File: src/rtl/ov7670_marker_tracker_if.sv
// Camera pin bundle plus frame-buffer write port (BRAM port A) for the marker tracker.
// The tracker takes the slave side; the camera/BRAM environment takes the master side.
interface ov7670_marker_tracker_if #(
    parameter int unsigned ADDR_W = 17
);
    logic              vsync;
    logic              href;
    logic [7:0]        d;
    logic [ADDR_W-1:0] addr;
    logic [15:0]       dout;
    logic              we;

    modport master (output vsync, href, d, input addr, dout, we);
    modport slave  (input vsync, href, d, output addr, dout, we);
endinterface

File: src/rtl/ov7670_marker_tracker.sv
// OV7670 RGB565 capture into the frame buffer with calibration-box overlay, reference-colour
// learning and per-frame colour-marker centroid tracking with exponential smoothing.
module ov7670_marker_tracker #(
    parameter int unsigned H_ACT    = 320,
    parameter int unsigned V_ACT    = 240,
    parameter int unsigned ADDR_W   = 17,
    parameter int unsigned CAL_X0   = 150,
    parameter int unsigned CAL_Y0   = 110,
    parameter int unsigned CAL_WL2  = 4,
    parameter int unsigned CAL_HL2  = 4,
    parameter int unsigned TOL_R    = 2,
    parameter int unsigned TOL_G    = 4,
    parameter int unsigned TOL_B    = 2,
    parameter int unsigned MIN_PIX  = 32,
    parameter int unsigned ALPHA_SH = 3,
    parameter logic [15:0] MARK_COL = 16'hF800
) (
    input  logic                     pclk,
    input  logic                     resetn,
    ov7670_marker_tracker_if.slave   cam,
    input  logic                     calibration,
    output logic [15:0]              ref_rgb,
    output logic [$clog2(H_ACT)-1:0] cx,
    output logic [$clog2(V_ACT)-1:0] cy,
    output logic [$clog2(H_ACT)-1:0] cx_s,
    output logic [$clog2(V_ACT)-1:0] cy_s,
    output logic [ADDR_W-1:0]        match_cnt,
    output logic                     lost,
    output logic                     cen_valid
);
    localparam int unsigned XW    = $clog2(H_ACT);
    localparam int unsigned YW    = $clog2(V_ACT);
    localparam int unsigned MW    = (XW > YW) ? XW : YW;
    localparam int unsigned DW    = ADDR_W + MW;
    localparam int unsigned CW    = ADDR_W + 1;
    localparam int unsigned SXW   = ADDR_W + XW;
    localparam int unsigned SYW   = ADDR_W + YW;
    localparam int unsigned SH    = CAL_WL2 + CAL_HL2;
    localparam int unsigned RW    = 6 + SH;
    localparam int unsigned DCW   = $clog2(DW + 1);
    localparam int unsigned TOTAL = H_ACT * V_ACT;
    localparam int          X0    = CAL_X0;
    localparam int          Y0    = CAL_Y0;
    localparam int          WIN_W = 1 << CAL_WL2;
    localparam int          WIN_H = 1 << CAL_HL2;
    localparam logic [CW-1:0]     TOTAL_C   = CW'(TOTAL);
    localparam logic [ADDR_W-1:0] LAST_ADDR = ADDR_W'(TOTAL - 1);

    typedef enum logic [1:0] {StWaitFrame, StCapture, StDivide, StUpdate} state_t;

    state_t          state_q;
    logic            vsync_q, href_q, phase_q, mode_q, have_cen_q;
    logic [7:0]      hi_q;
    logic [XW-1:0]   x_q;
    logic [YW-1:0]   y_q;
    logic [CW-1:0]   pix_q, cnt_q, den_q;
    logic [SXW-1:0]  sum_x_q;
    logic [SYW-1:0]  sum_y_q;
    logic [RW-1:0]   sum_r_q, sum_g_q, sum_b_q;
    logic [DW-1:0]   num_x_q, num_y_q;
    logic [CW-1:0]   rem_x_q, rem_y_q;
    logic [DCW-1:0]  dcnt_q;

    logic            vsync_rise, vsync_fall, href_fall, px_done, in_frame;
    logic            in_win, on_border, match;
    logic [15:0]     px;
    logic [4:0]      dr, db;
    logic [5:0]      dg;
    int              xi, yi;
    logic [CW:0]     rem_x_sh, rem_y_sh, rem_x_n, rem_y_n;
    logic            ge_x, ge_y;
    logic signed [XW:0] dx, step_x;
    logic signed [YW:0] dy, step_y;
    logic [RW-1:0]   avg_r, avg_g, avg_b;

    always_comb begin
        vsync_rise = cam.vsync & ~vsync_q;
        vsync_fall = ~cam.vsync & vsync_q;
        href_fall  = ~cam.href & href_q;
        px_done    = (state_q == StCapture) && cam.href && phase_q;
        in_frame   = pix_q < TOTAL_C;
        px         = {hi_q, cam.d};

        dr = (px[15:11] > ref_rgb[15:11]) ? px[15:11] - ref_rgb[15:11] : ref_rgb[15:11] - px[15:11];
        dg = (px[10:5] > ref_rgb[10:5]) ? px[10:5] - ref_rgb[10:5] : ref_rgb[10:5] - px[10:5];
        db = (px[4:0] > ref_rgb[4:0]) ? px[4:0] - ref_rgb[4:0] : ref_rgb[4:0] - px[4:0];
        match = (dr <= 5'(TOL_R)) && (dg <= 6'(TOL_G)) && (db <= 5'(TOL_B));

        xi        = int'(x_q);
        yi        = int'(y_q);
        in_win    = (xi >= X0) && (xi < X0 + WIN_W) && (yi >= Y0) && (yi < Y0 + WIN_H);
        on_border = !in_win && (xi >= X0 - 1) && (xi <= X0 + WIN_W) &&
                    (yi >= Y0 - 1) && (yi <= Y0 + WIN_H);

        // Restoring divider step: shift in the next dividend bit, subtract if it fits.
        rem_x_sh = {rem_x_q, num_x_q[DW-1]};
        rem_y_sh = {rem_y_q, num_y_q[DW-1]};
        ge_x     = rem_x_sh >= {1'b0, den_q};
        ge_y     = rem_y_sh >= {1'b0, den_q};
        rem_x_n  = ge_x ? rem_x_sh - {1'b0, den_q} : rem_x_sh;
        rem_y_n  = ge_y ? rem_y_sh - {1'b0, den_q} : rem_y_sh;

        dx     = $signed({1'b0, num_x_q[XW-1:0]}) - $signed({1'b0, cx_s});
        dy     = $signed({1'b0, num_y_q[YW-1:0]}) - $signed({1'b0, cy_s});
        step_x = dx >>> ALPHA_SH;
        step_y = dy >>> ALPHA_SH;

        avg_r = sum_r_q >> SH;
        avg_g = sum_g_q >> SH;
        avg_b = sum_b_q >> SH;
    end

    logic unused;
    assign unused = ^{rem_x_n[CW], rem_y_n[CW], step_x[XW], step_y[YW],
                      avg_r[RW-1:5], avg_g[RW-1:6], avg_b[RW-1:5]};

    always_ff @(posedge pclk or negedge resetn) begin
        if (!resetn) begin
            state_q    <= StWaitFrame;
            vsync_q    <= 1'b0;
            href_q     <= 1'b0;
            phase_q    <= 1'b0;
            mode_q     <= 1'b0;
            have_cen_q <= 1'b0;
            hi_q       <= '0;
            x_q        <= '0;
            y_q        <= '0;
            pix_q      <= '0;
            cnt_q      <= '0;
            den_q      <= '0;
            sum_x_q    <= '0;
            sum_y_q    <= '0;
            sum_r_q    <= '0;
            sum_g_q    <= '0;
            sum_b_q    <= '0;
            num_x_q    <= '0;
            num_y_q    <= '0;
            rem_x_q    <= '0;
            rem_y_q    <= '0;
            dcnt_q     <= '0;
            cam.addr   <= '0;
            cam.dout   <= '0;
            cam.we     <= 1'b0;
            ref_rgb    <= '0;
            cx         <= '0;
            cy         <= '0;
            cx_s       <= '0;
            cy_s       <= '0;
            match_cnt  <= '0;
            lost       <= 1'b1;
            cen_valid  <= 1'b0;
        end else begin
            vsync_q   <= cam.vsync;
            href_q    <= cam.href;
            cam.we    <= 1'b0;
            cen_valid <= 1'b0;

            if (!cam.href) begin
                phase_q <= 1'b0;
            end else begin
                phase_q <= ~phase_q;
                if (!phase_q) hi_q <= cam.d;
            end

            unique case (state_q)
                StWaitFrame: begin
                    if (vsync_fall) begin
                        mode_q  <= calibration;
                        x_q     <= '0;
                        y_q     <= '0;
                        pix_q   <= '0;
                        cnt_q   <= '0;
                        sum_x_q <= '0;
                        sum_y_q <= '0;
                        sum_r_q <= '0;
                        sum_g_q <= '0;
                        sum_b_q <= '0;
                        state_q <= StCapture;
                    end
                end
                StCapture: begin
                    if (px_done) begin
                        x_q <= x_q + XW'(1);
                        if (in_frame) begin
                            cam.we   <= 1'b1;
                            cam.addr <= pix_q[ADDR_W-1:0];
                            pix_q    <= pix_q + CW'(1);
                            if (mode_q) begin
                                cam.dout <= on_border ? 16'h0000 : px;
                                if (in_win) begin
                                    sum_r_q <= sum_r_q + RW'(px[15:11]);
                                    sum_g_q <= sum_g_q + RW'(px[10:5]);
                                    sum_b_q <= sum_b_q + RW'(px[4:0]);
                                end
                            end else begin
                                cam.dout <= match ? MARK_COL : 16'h0000;
                                if (match) begin
                                    sum_x_q <= sum_x_q + SXW'(x_q);
                                    sum_y_q <= sum_y_q + SYW'(y_q);
                                    cnt_q   <= cnt_q + CW'(1);
                                end
                            end
                        end else begin
                            cam.addr <= LAST_ADDR;
                        end
                    end
                    if (href_fall) begin
                        x_q <= '0;
                        y_q <= y_q + YW'(1);
                    end
                    if (vsync_rise) begin
                        if (pix_q == TOTAL_C) begin
                            // Snapshot so a new frame cannot disturb the division.
                            num_x_q <= DW'(sum_x_q);
                            num_y_q <= DW'(sum_y_q);
                            den_q   <= cnt_q;
                            rem_x_q <= '0;
                            rem_y_q <= '0;
                            dcnt_q  <= '0;
                            state_q <= StDivide;
                        end else begin
                            state_q <= StWaitFrame;
                        end
                    end
                end
                StDivide: begin
                    rem_x_q <= rem_x_n[CW-1:0];
                    rem_y_q <= rem_y_n[CW-1:0];
                    num_x_q <= {num_x_q[DW-2:0], ge_x};
                    num_y_q <= {num_y_q[DW-2:0], ge_y};
                    dcnt_q  <= dcnt_q + DCW'(1);
                    if (dcnt_q == DCW'(DW - 1)) state_q <= StUpdate;
                end
                StUpdate: begin
                    if (mode_q) begin
                        ref_rgb <= {avg_r[4:0], avg_g[5:0], avg_b[4:0]};
                    end else begin
                        match_cnt <= cnt_q[ADDR_W-1:0];
                        if (cnt_q < CW'(MIN_PIX)) begin
                            lost <= 1'b1;
                        end else begin
                            lost      <= 1'b0;
                            cx        <= num_x_q[XW-1:0];
                            cy        <= num_y_q[YW-1:0];
                            cen_valid <= 1'b1;
                            if (have_cen_q) begin
                                cx_s <= cx_s + step_x[XW-1:0];
                                cy_s <= cy_s + step_y[YW-1:0];
                            end else begin
                                cx_s       <= num_x_q[XW-1:0];
                                cy_s       <= num_y_q[YW-1:0];
                                have_cen_q <= 1'b1;
                            end
                        end
                    end
                    state_q <= StWaitFrame;
                end
                default: state_q <= StWaitFrame;
            endcase
        end
    end
endmodule

File: src/flat_wrapper.sv
// flat-port wrapper written by rule: the top's interface ports become plain ports
module ov7670_marker_tracker_flat 
#(
    parameter int unsigned H_ACT    = 320,
    parameter int unsigned V_ACT    = 240,
    parameter int unsigned ADDR_W   = 17,
    parameter int unsigned CAL_X0   = 150,
    parameter int unsigned CAL_Y0   = 110,
    parameter int unsigned CAL_WL2  = 4,
    parameter int unsigned CAL_HL2  = 4,
    parameter int unsigned TOL_R    = 2,
    parameter int unsigned TOL_G    = 4,
    parameter int unsigned TOL_B    = 2,
    parameter int unsigned MIN_PIX  = 32,
    parameter int unsigned ALPHA_SH = 3,
    parameter logic [15:0] MARK_COL = 16'hF800
)
  (pclk, resetn, calibration, ref_rgb, cx, cy, cx_s, cy_s, match_cnt, lost, cen_valid, cam_vsync, cam_href, cam_d, cam_addr, cam_dout, cam_we);
  ov7670_marker_tracker_if #(.ADDR_W(ADDR_W)) cam_i ();
  input  logic pclk;
  input  logic resetn;
  input  logic calibration;
  output logic [15:0] ref_rgb;
  output logic [$clog2(H_ACT)-1:0] cx;
  output logic [$clog2(V_ACT)-1:0] cy;
  output logic [$clog2(H_ACT)-1:0] cx_s;
  output logic [$clog2(V_ACT)-1:0] cy_s;
  output logic [ADDR_W-1:0] match_cnt;
  output logic lost;
  output logic cen_valid;
  input wire logic [$bits(cam_i.vsync)-1:0] cam_vsync;
  input wire logic [$bits(cam_i.href)-1:0] cam_href;
  input wire logic [$bits(cam_i.d)-1:0] cam_d;
  output wire logic [$bits(cam_i.addr)-1:0] cam_addr;
  output wire logic [$bits(cam_i.dout)-1:0] cam_dout;
  output wire logic [$bits(cam_i.we)-1:0] cam_we;
  assign cam_i.vsync = cam_vsync;
  assign cam_i.href = cam_href;
  assign cam_i.d = cam_d;
  assign cam_addr = cam_i.addr;
  assign cam_dout = cam_i.dout;
  assign cam_we = cam_i.we;
  ov7670_marker_tracker #(.H_ACT(H_ACT), .V_ACT(V_ACT), .ADDR_W(ADDR_W), .CAL_X0(CAL_X0), .CAL_Y0(CAL_Y0), .CAL_WL2(CAL_WL2), .CAL_HL2(CAL_HL2), .TOL_R(TOL_R), .TOL_G(TOL_G), .TOL_B(TOL_B), .MIN_PIX(MIN_PIX), .ALPHA_SH(ALPHA_SH), .MARK_COL(MARK_COL)) u_core (.pclk(pclk), .resetn(resetn), .cam(cam_i), .calibration(calibration), .ref_rgb(ref_rgb), .cx(cx), .cy(cy), .cx_s(cx_s), .cy_s(cy_s), .match_cnt(match_cnt), .lost(lost), .cen_valid(cen_valid));
endmodule
File: config.mk
export PLATFORM = sky130hd
export DESIGN_NAME = ov7670_marker_tracker_flat
export DESIGN_NICKNAME = d
export VERILOG_FILES = /design/src/rtl/ov7670_marker_tracker_if.sv /design/src/rtl/ov7670_marker_tracker.sv /design/src/flat_wrapper.sv
export SDC_FILE = /design/constraint.sdc
export NUM_CORES = 1
export LEC_CHECK = 0
export CAP_MARGIN = 15
export CORE_ASPECT_RATIO = 0.5
export CORE_MARGIN = 8
export CORE_UTILIZATION = 30
export CTS_BUF_LIST = sky130_fd_sc_hd__clkbuf_16
export DETAILED_ROUTE_END_ITERATION = 10
export HOLD_SLACK_MARGIN = 0.15
export PLACE_DENSITY = 0.52
export SLEW_MARGIN = 20
export SYNTH_ARGS = -nofsm -noshare
export SYNTH_HDL_FRONTEND = slang
export SYNTH_SLANG_ARGS = --single-unit
File: constraint.sdc
create_clock -name pclk -period 5.9 [get_ports pclk]
set_clock_uncertainty 0.05 [all_clocks]
set_input_delay 0.59 -clock pclk [delete_from_list [all_inputs] [get_ports pclk]]
set_output_delay 0.59 -clock pclk [all_outputs]
set_load 0.02 [all_outputs]
# Word level (Yosys, flattened, before mapping)
# Cells that the tools add are included.
word_totals:
  elab_cells: 210
  register_bits: 375
  output_inout_bits: 103
classes:
  bitwise_logic: 9
  add_sub_neg: 22
  mux: 81
  n_reduce_logical: 30
  n_eq_ne: 17
  n_lt_le_gt_ge: 18
ops:
  columns: ["operator", "count"]
  rows:
  - ["two-way mux 26 bit", 9]
  - ["two-way mux 18 bit", 11]
  - ["two-way mux 14 bit", 13]
  - ["one-hot mux 26 bit (2 select lines)", 3]
  - ["one-hot mux 18 bit (2 select lines)", 4]
  - ["two-way mux 25 bit", 5]
  - ["one-hot mux 14 bit (2 select lines)", 3]
  - ["one-hot mux 25 bit (2 select lines)", 1]
  - ["two-way mux 16 bit", 3]
  - ["greater-or-equal comparator 19 x 18 -> 1 bit", 2]
  - ["adder 18 x 1 -> 18 bit, second input constant", 2]
  - ["two-way mux 9 bit", 4]
  - ["subtractor 18 bit", 2]
  - ["adder 14 x 5 -> 14 bit", 2]
  - ["adder 26 x 9 -> 26 bit", 1]
  - ["adder 25 x 8 -> 25 bit", 1]
  - ["two-way mux 8 bit", 3]
  - ["AND reduction 3 bit", 7]
  - ["two-way mux 5 bit", 4]
  - ["subtractor 5 bit", 4]
  - ["equality test 18 x 17 -> 1 bit, second input constant", 1]
  - ["greater-or-equal comparator 9 x 8 -> 1 bit, second input constant", 2]
  - ["< comparator 18 x 17 -> 1 bit, second input constant", 1]
  - ["< comparator 18 x 6 -> 1 bit, second input constant", 1]
  - ["41 further kinds", 88]

# Depth between registers and ports, before layout
# Gate-level depths: netlist (run 1).
depth:
  depth_word: 11
  mapped_depth: 18
  depth_no_buf: 18

# Least setup slack after synthesis (run 1)
# No wires, ideal clock.
synth_path:
  path_kind: "reg2reg"
  start: "register u_core.cx_s[1]"
  end: "register u_core.cx_s[8]"
  setup_slack_ps: 2465
  path_buffers: 0
  t_arrival_ps: 3316
  stages_incl_launch_ff: 18
  setup_time_ps: 69
  required_time_ps: 5781
  path_cell_list: "dfrtp_1 inv_1 ha_1 a21o_1 a21o_1 a21oi_1 nor2b_1 nor2_1 xnor2_1 ha_1 nor2b_1 o21ai_0 a21boi_0 o21a_1 o211ai_1 nand4_1 mux2_2 nand3_1"
synth_between:
  elab_chain_cells: 3
synth_lines:
  columns: ["item", "line", "rtl"]
  rows:
  - ["start: declaration", "ov7670_marker_tracker.sv:25", "output logic [$clog2(H_ACT)-1:0] cx_s,"]
  - ["start signal: assignment", "ov7670_marker_tracker.sv:247", "cx_s <= cx_s + step_x[XW-1:0];"]
  - ["start signal: assignment", "ov7670_marker_tracker.sv:250", "cx_s <= num_x_q[XW-1:0];"]
  - ["subtractor 9 x 9 -> 10 bit", "ov7670_marker_tracker.sv:103", "dx = $signed({1'b0, num_x_q[XW-1:0]}) - $signed({1'b0, cx_s});"]
  - ["adder 9 bit (*)", "ov7670_marker_tracker.sv:247", null]
  - ["two-way mux 9 bit (*)", "ov7670_marker_tracker.sv:246", "if (have_cen_q) begin"]
# Every way passes the cells marked *; elsewhere a longest branch is shown, timed or not.
# A chain may end at the register's enable or synchronous reset.

# Worst setup path after layout (run 1)
layout_path:
  start: "input port cam_d[6]"
  end: "register u_core.sum_x_q[20]"
layout_between:
  elab_chain_cells: 7
layout_lines:
  columns: ["item", "line", "rtl"]
  rows:
  - ["start: declaration", "flat_wrapper.sv:33", "input wire logic [$bits(cam_i.d)-1:0] cam_d;"]
  - ["subtractor 6 bit / > comparator 6 bit (equally long branches)", "ov7670_marker_tracker.sv:85", "dg = (px[10:5] > ref_rgb[10:5]) ? px[10:5] - ref_rgb[10:5] : ref_rgb[10:5] - px[10:5];"]
  - ["two-way mux 6 bit (*)", "ov7670_marker_tracker.sv:85", null]
  - ["<= comparator 6 x 3 -> 1 bit (*)", "ov7670_marker_tracker.sv:87", "match = (dr <= 5'(TOL_R)) && (dg <= 6'(TOL_G)) && (db <= 5'(TOL_B));"]
  - ["logical AND 1 bit (*) (2 in series)", "ov7670_marker_tracker.sv:87", null]
  - ["inequality test 2 x 1 -> 1 bit (no source line) (*)", null, null]
  - ["AND reduction 6 bit (no source line) (*)", null, null]
  - ["end signal: assignment", "ov7670_marker_tracker.sv:198", "sum_x_q <= sum_x_q + SXW'(x_q);"]
  - ["end: declaration", "ov7670_marker_tracker.sv:57", "logic [SXW-1:0] sum_x_q;"]
# Marks and branches as above.

==> results.cfg, run 1 <==
[pwr]
peakVddDrop_mv = 0.180
leakage_nw = 11.9
p_per_area_mw_per_mm2 = 321
power_mw = 8.53

[drt]
wirelength_um = 61700
wire_per_inst_um = 17.1
via_per_inst = 5.02
ant_nets = 0
dr.pass1.iters = 6
first_iter_violations = 1067
vias = 18134
drcViolationCount = 0

[critical_path]
worstPathMaxFanout = 18
crit_family = simple AND/OR/NAND/NOR gates
crit_start = cam_d[6]
critical_path_buf_inv_count = 3
r2r-end = u_core.rem_y_q[13]
cp.depth = 12
crit_chain = clkdlybuf4s50_1 -> inv_1 -> ha_1 -> nor2b_4 -> o21ai_4 -> a21oi_2 -> or4_4 -> a2111oi_4 -> o31ai_4 -> buf_4 -> or4_1 -> mux2i_1
crit_arrival_ps = 4260
r2r_cells = 9
r2r_start = u_core.pix_q[9]
start_kind = input port
r2r_slack_ps = 2030
critPathMaxStageDelay_ps = 620
crit_type = input port to register
cp.required_ps = 6290
cp-end-kind = register
slowest_stage = clkdlybuf4s50_1

[synthesis]
synth_edf_count = 0
synth_top_area_cell = dfrtp_1
yosysUniqueCellTypes = 83
ys_seq_area_share_pct = 40.8
synth_most_common_cell = dfrtp_1
ys_ff_latch = 373
avgSynthCellArea_um2 = 9.18
synth_cells = 2495
synthesis.nets = 2665
yosys_warnings = 0
synth_top_area_share_pct = 40.7
synthTopCellsByArea = dfrtp_1 41%, ha_1 7.9%, mux2i_1 6.0%
synth_top_cells_by_count = 372 x dfrtp_1, 308 x nand2_1, 193 x nor2_1
synth-async-reset-ratio_pct = 100
synth_ff_type = dfrtp_1
syn_area_mm2 = 0.0229

[grt]
grt_overflow_total = 0
antenna_found_initial = 0
grt_pass1_wl_um = 101000
track_usage_pct = 14.1
grt_max_degree = 116
grt_pass1_vias = 18027

[timing]
finalHoldViolations = 0
rsz0062_at_grt = false
max_slew_margin_pct = 26.4
fmaxAchievable_mhz = 258
setup_viol = 0
tightest_slew_ps = 1100
fin_hold_ws_ps = 428
fin_crit_ps = 3880
tns_ps = 0
final_max_slew_viol_count = 0
fin_crit_sh_pct = 65.7
fin_ws_ps = 2020

[die]
core-area_mm2 = 0.0753
die_width_um = 407
start_util_pct = 30.4
ios = 116
die_h_um = 211
die_area_mm2 = 0.0860
core.rowCount = 71

[status]
status = finished, final reports clean

[flow_run]
max_cap_violations = 0

[place]
dpl_cell_area_mm2 = 0.0252
place.gp.congestion = 0.845
placed_cells = 3540
io_buffers = 115
dpl.hpwl_um = 42800
pre_cts_ws_ps = 1500

[cts]
clkSinkCount = 373
cts_setup_buffers = 0
post_cts_resized = 0
cts_root_buf = clkbuf_16
path_clk_slew_ps = 60
ctsHoldBuffers = 1
tritoncts = built
clk_path_buf_depth = 3
clock_latency_ps = 560
cts_buffers = 41
ctsHtreeMaxLevel = 2

[worst_hold_path]
hold_end = u_core.cx[0]
hp-class = register to register
min_from = u_core.cx[0]
holdPathStages = 2

[layout]
fin_util_pct = 35.2
nNetsFinal = 2732
fin_area_mm2 = 0.0265
instances_no_fill = 3615
layout-drive-gt1-share_pct = 7.29
syn2layout_area_growth_pct = 15.9
antenna_cells = 0
-- worst min-delay path: cells and delay by family (launching register included) --
| kind | cells | cell delay, ps |
|---|---|---|
| flops | 1 | 340 |
| simple gates | 2 | 100 |
-- sequential cells by signal, indices dropped and copies added, names as in the netlist, 18 cells and up, named ones only --
register        count
u_core.pix_q       18
u_core.sum_y_q     25
u_core.num_y_q     26
u_core.rem_x_q     18
u_core.den_q       18
u_core.sum_x_q     26
u_core.cnt_q       18
u_core.num_x_q     26
u_core.rem_y_q     18
-- cell families after synthesis --
kind of cell	synth area share, %
AND/OR/NAND/NOR	19.8
AO/OA/AOI/OAI	13.6
flip-flops	40.8
buffers and inverters	4.24
multiplexers	8.60
adder cells (fa/ha/maj)	9.01
XOR/XNOR	3.94
-- routing by layer --
layer	up-vias	track usage, %	share of wire, %
met5	-	0	0
met4	0	2.69	1.4
met3	60	2.10	3.5
met2	257	23.2	46
met1	8885	19.8	49
li1	8932	-	-
-- layout by cell type (no fill, tap or decap), types with 43 or more instances in the layout --
cell	Yosys	final
nor3_1	60	59
a21oi_1	152	151
inv_1	134	144
clkbuf_16	0	43
xnor2_1	48	48
mux2_2	53	53
xor2_1	55	55
dfrtp_1	372	372
ha_1	144	142
clkdlybuf4s50_1	0	114
nand2b_1	60	60
nor2_1	193	192
nand3_1	105	104
o21ai_0	125	124
mux2i_1	137	137
nand2_1	308	307
nand4_1	45	45
-- power by group --
part,switching (mW),total [mW],internal [mW]
clock,1.11,2.65,1.54
sequential,0.364,3.29,2.92
combinational,1.60,2.59,0.995
-- area by class of cell --
type,count,area [µm²]
fillers,7774,48800
multi-input cells,1871,12700
flip-flops and latches,373,9340
repair buffers,141,1380
well taps,1022,1280
clock buffers,43,1080
inverters,134,503
clock inverters,31,275
-- worst max path at each step --
| stage | endpoint | slack (ps) |
|---|---|---|
| 2_1_floorplan | u_core.cx_s[8] | 2460 |
| 3_3_place_gp | u_core.sum_x_q[21] | 1570 |
| 3_5_place_dp | u_core.sum_x_q[21] | 1500 |
| 4_1_cts | u_core.rem_y_q[13] | 2090 |
| 5_1_grt | u_core.rem_y_q[5] | 1740 |
| 6_report | u_core.sum_x_q[20] | 2020 |
Power figures use the tool's default switching activity.
==> run 2: changes to the inputs <==
==> constraint.sdc (replaced) <==
create_clock -name pclk -period 4.1 [get_ports pclk]
set_clock_uncertainty 0.05 [all_clocks]
set_input_delay 0.41 -clock pclk [delete_from_list [all_inputs] [get_ports pclk]]
set_output_delay 0.41 -clock pclk [all_outputs]
set_load 0.02 [all_outputs]
==> run 2 against run 1 <==
  * First-iteration DRC count is 7.6% lower
  * Combinational power increased by 46%
  * Cell count grew 0.64%
  * Highest routed layer unchanged
  * Register-to-register slack worse by 1600 ps
  * Final area up 0.59%
==> results.cfg, run 2 (same netlist as run 1, synthesis figures left out) <==
[status]
status = finished, final reports clean

[critical_path]
r2r_start = u_core.cx_s[1]
worstPathMaxFanout = 4
r2r-end = u_core.cx_s[8]
cp-end-kind = register
r2r_cells = 17
start_kind = register
crit_arrival_ps = 4080
r2r_slack_ps = 470
cp.required_ps = 4550
crit_type = register to register

[layout]
syn2layout_area_growth_pct = 16.6
layout-drive-gt1-share_pct = 7.95
final_cell_mix = 372 x dfrtp_1, 307 x nand2_1, 192 x nor2_1, 151 x a21oi_1, 145 x inv_1
antenna_cells = 0
layout_commonest_cell = dfrtp_1
top_regs = u_core.num_x_q: 26 flops, u_core.num_y_q: 26 flops, u_core.sum_x_q: 26 flops
nNetsFinal = 2755

[drt]
vias = 18245
dr.pass1.iters = 5
wire_per_inst_um = 17.2
ant_nets = 0
wirelength_um = 62500
via_per_inst = 5.02
drcViolationCount = 0
first_iter_violations = 986

[grt]
grt_pass1_vias = 18210
grt_overflow_total = 0
track_usage_pct = 14.3
antenna_found_initial = 0
grt_pass1_wl_um = 102000
grt_max_degree = 84

[cts]
ctsHoldBuffers = 1
clock_latency_ps = 570
cts_setup_buffers = 0
cts_buffers = 41
post_cts_resized = 0
tritoncts = built
path_clk_slew_ps = 60
ctsHtreeMaxLevel = 2
clkSinkCount = 373
cts_root_buf = clkbuf_16
clk_path_buf_depth = 3

[timing]
setup_viol = 0
tns_ps = 0
fmaxAchievable_mhz = 275
fin_crit_sh_pct = 88.6
fin_crit_ps = 3630
rsz0062_at_grt = false
fin_hold_ws_ps = 341
finalHoldViolations = 0
final_max_slew_viol_count = 0
tightest_slew_ps = 962
max_slew_margin_pct = 35.7
fin_ws_ps = 467

[pwr]
power_frac_comb_pct = 31.2
switching_share_pct = 36.2
peakVddDrop_mv = 0.252
leakage_nw = 12.0
p_seq_share_pct = 39.1
p_per_area_mw_per_mm2 = 453
clockPowerShare_pct = 29.7
switching_power_mw = 4.38
power.internal_mw = 7.71

[worst_hold_path]
hp-class = input port to register
hold_end = u_core.vsync_q
holdPathStages = 1
min_from = cam_vsync

[flow_run]
max_cap_violations = 0

[place]
dpl.hpwl_um = 44000
place.gp.congestion = 0.819
pre_cts_ws_ps = 183
io_buffers = 115

[die]
core.rowCount = 71
die_h_um = 211
die_width_um = 407
core-area_mm2 = 0.0753
ios = 116
die_area_mm2 = 0.0860
start_util_pct = 30.4
-- run 2: worst max-delay path, stage by stage, from the launching register on --
cell and delay (ps):
dfrtp_1 390, inv_1 90, ha_1 290, a21o_1 150, a21o_1 190, a21oi_1 280
nor2b_1 100, nor2_1 120, xnor2_1 130, ha_1 270, nor2b_1 150, o21ai_0 220
a21boi_0 150, o21a_1 200, o211ai_1 290, nand4_1 130, mux2_2 300, nand3_1 80
-- run 2: final cells by class --
type | instances | area (µm²)
clock inverter | 31 | 196
timing repair buffer | 164 | 1610
clock buffer | 43 | 1080
inverter | 134 | 503
fill | 7718 | 48600
multi-input combinational | 1871 | 12700
sequential | 373 | 9340
tap | 1022 | 1280
-- run 2: how the worst max path moves through the flow --
| stage | end | start | depth (start not counted) | slack (ps) |
|---|---|---|---|---|
| floorplan | u_core.cx_s[8] | u_core.cx_s[1] | 17 | 660 |
| global placement | u_core.sum_x_q[15] | cam_d[6] | 12 | 220 |
| detailed placement | u_core.sum_y_q[4] | cam_d[6] | 13 | 180 |
| CTS | u_core.cx_s[8] | u_core.cx_s[1] | 17 | 450 |
| global route | u_core.cx_s[8] | u_core.cx_s[1] | 17 | 80 |
| finish | u_core.cx_s[8] | u_core.cx_s[1] | 17 | 470 |
-- run 2: power groups by stage --
stage               sequential [mW]  clock, mW  combinational [mW]
finish                         4.72       3.59                3.78
global route                   4.80       3.88                4.29
CTS                            4.73       3.73                3.83
detailed placement             4.80          0                3.81
global placement               4.79          0                3.74
floorplan                      4.74          0                2.48
-- run 2: metrics by stage --
stage                     std cells  power (mW)  area, µm²  utilization [%]
after detailed placement       3563        8.60      25400             33.7
after global routing           3638        13.0      26700             35.4
after floorplan                2495        7.23      22900                -
final                          3638        12.1      26700             35.4
after CTS                      3638        12.3      26700             35.4
after global placement         3563        8.53      25400             33.7
-- run 2: per-layer routing --
layer,part of all wire (%),up-vias,track usage (%)
met4,1.9,0,3.36
li1,-,8974,-
met2,46,256,23.2
met3,3.3,70,2.09
met5,0,-,0
met1,49,8945,20.2
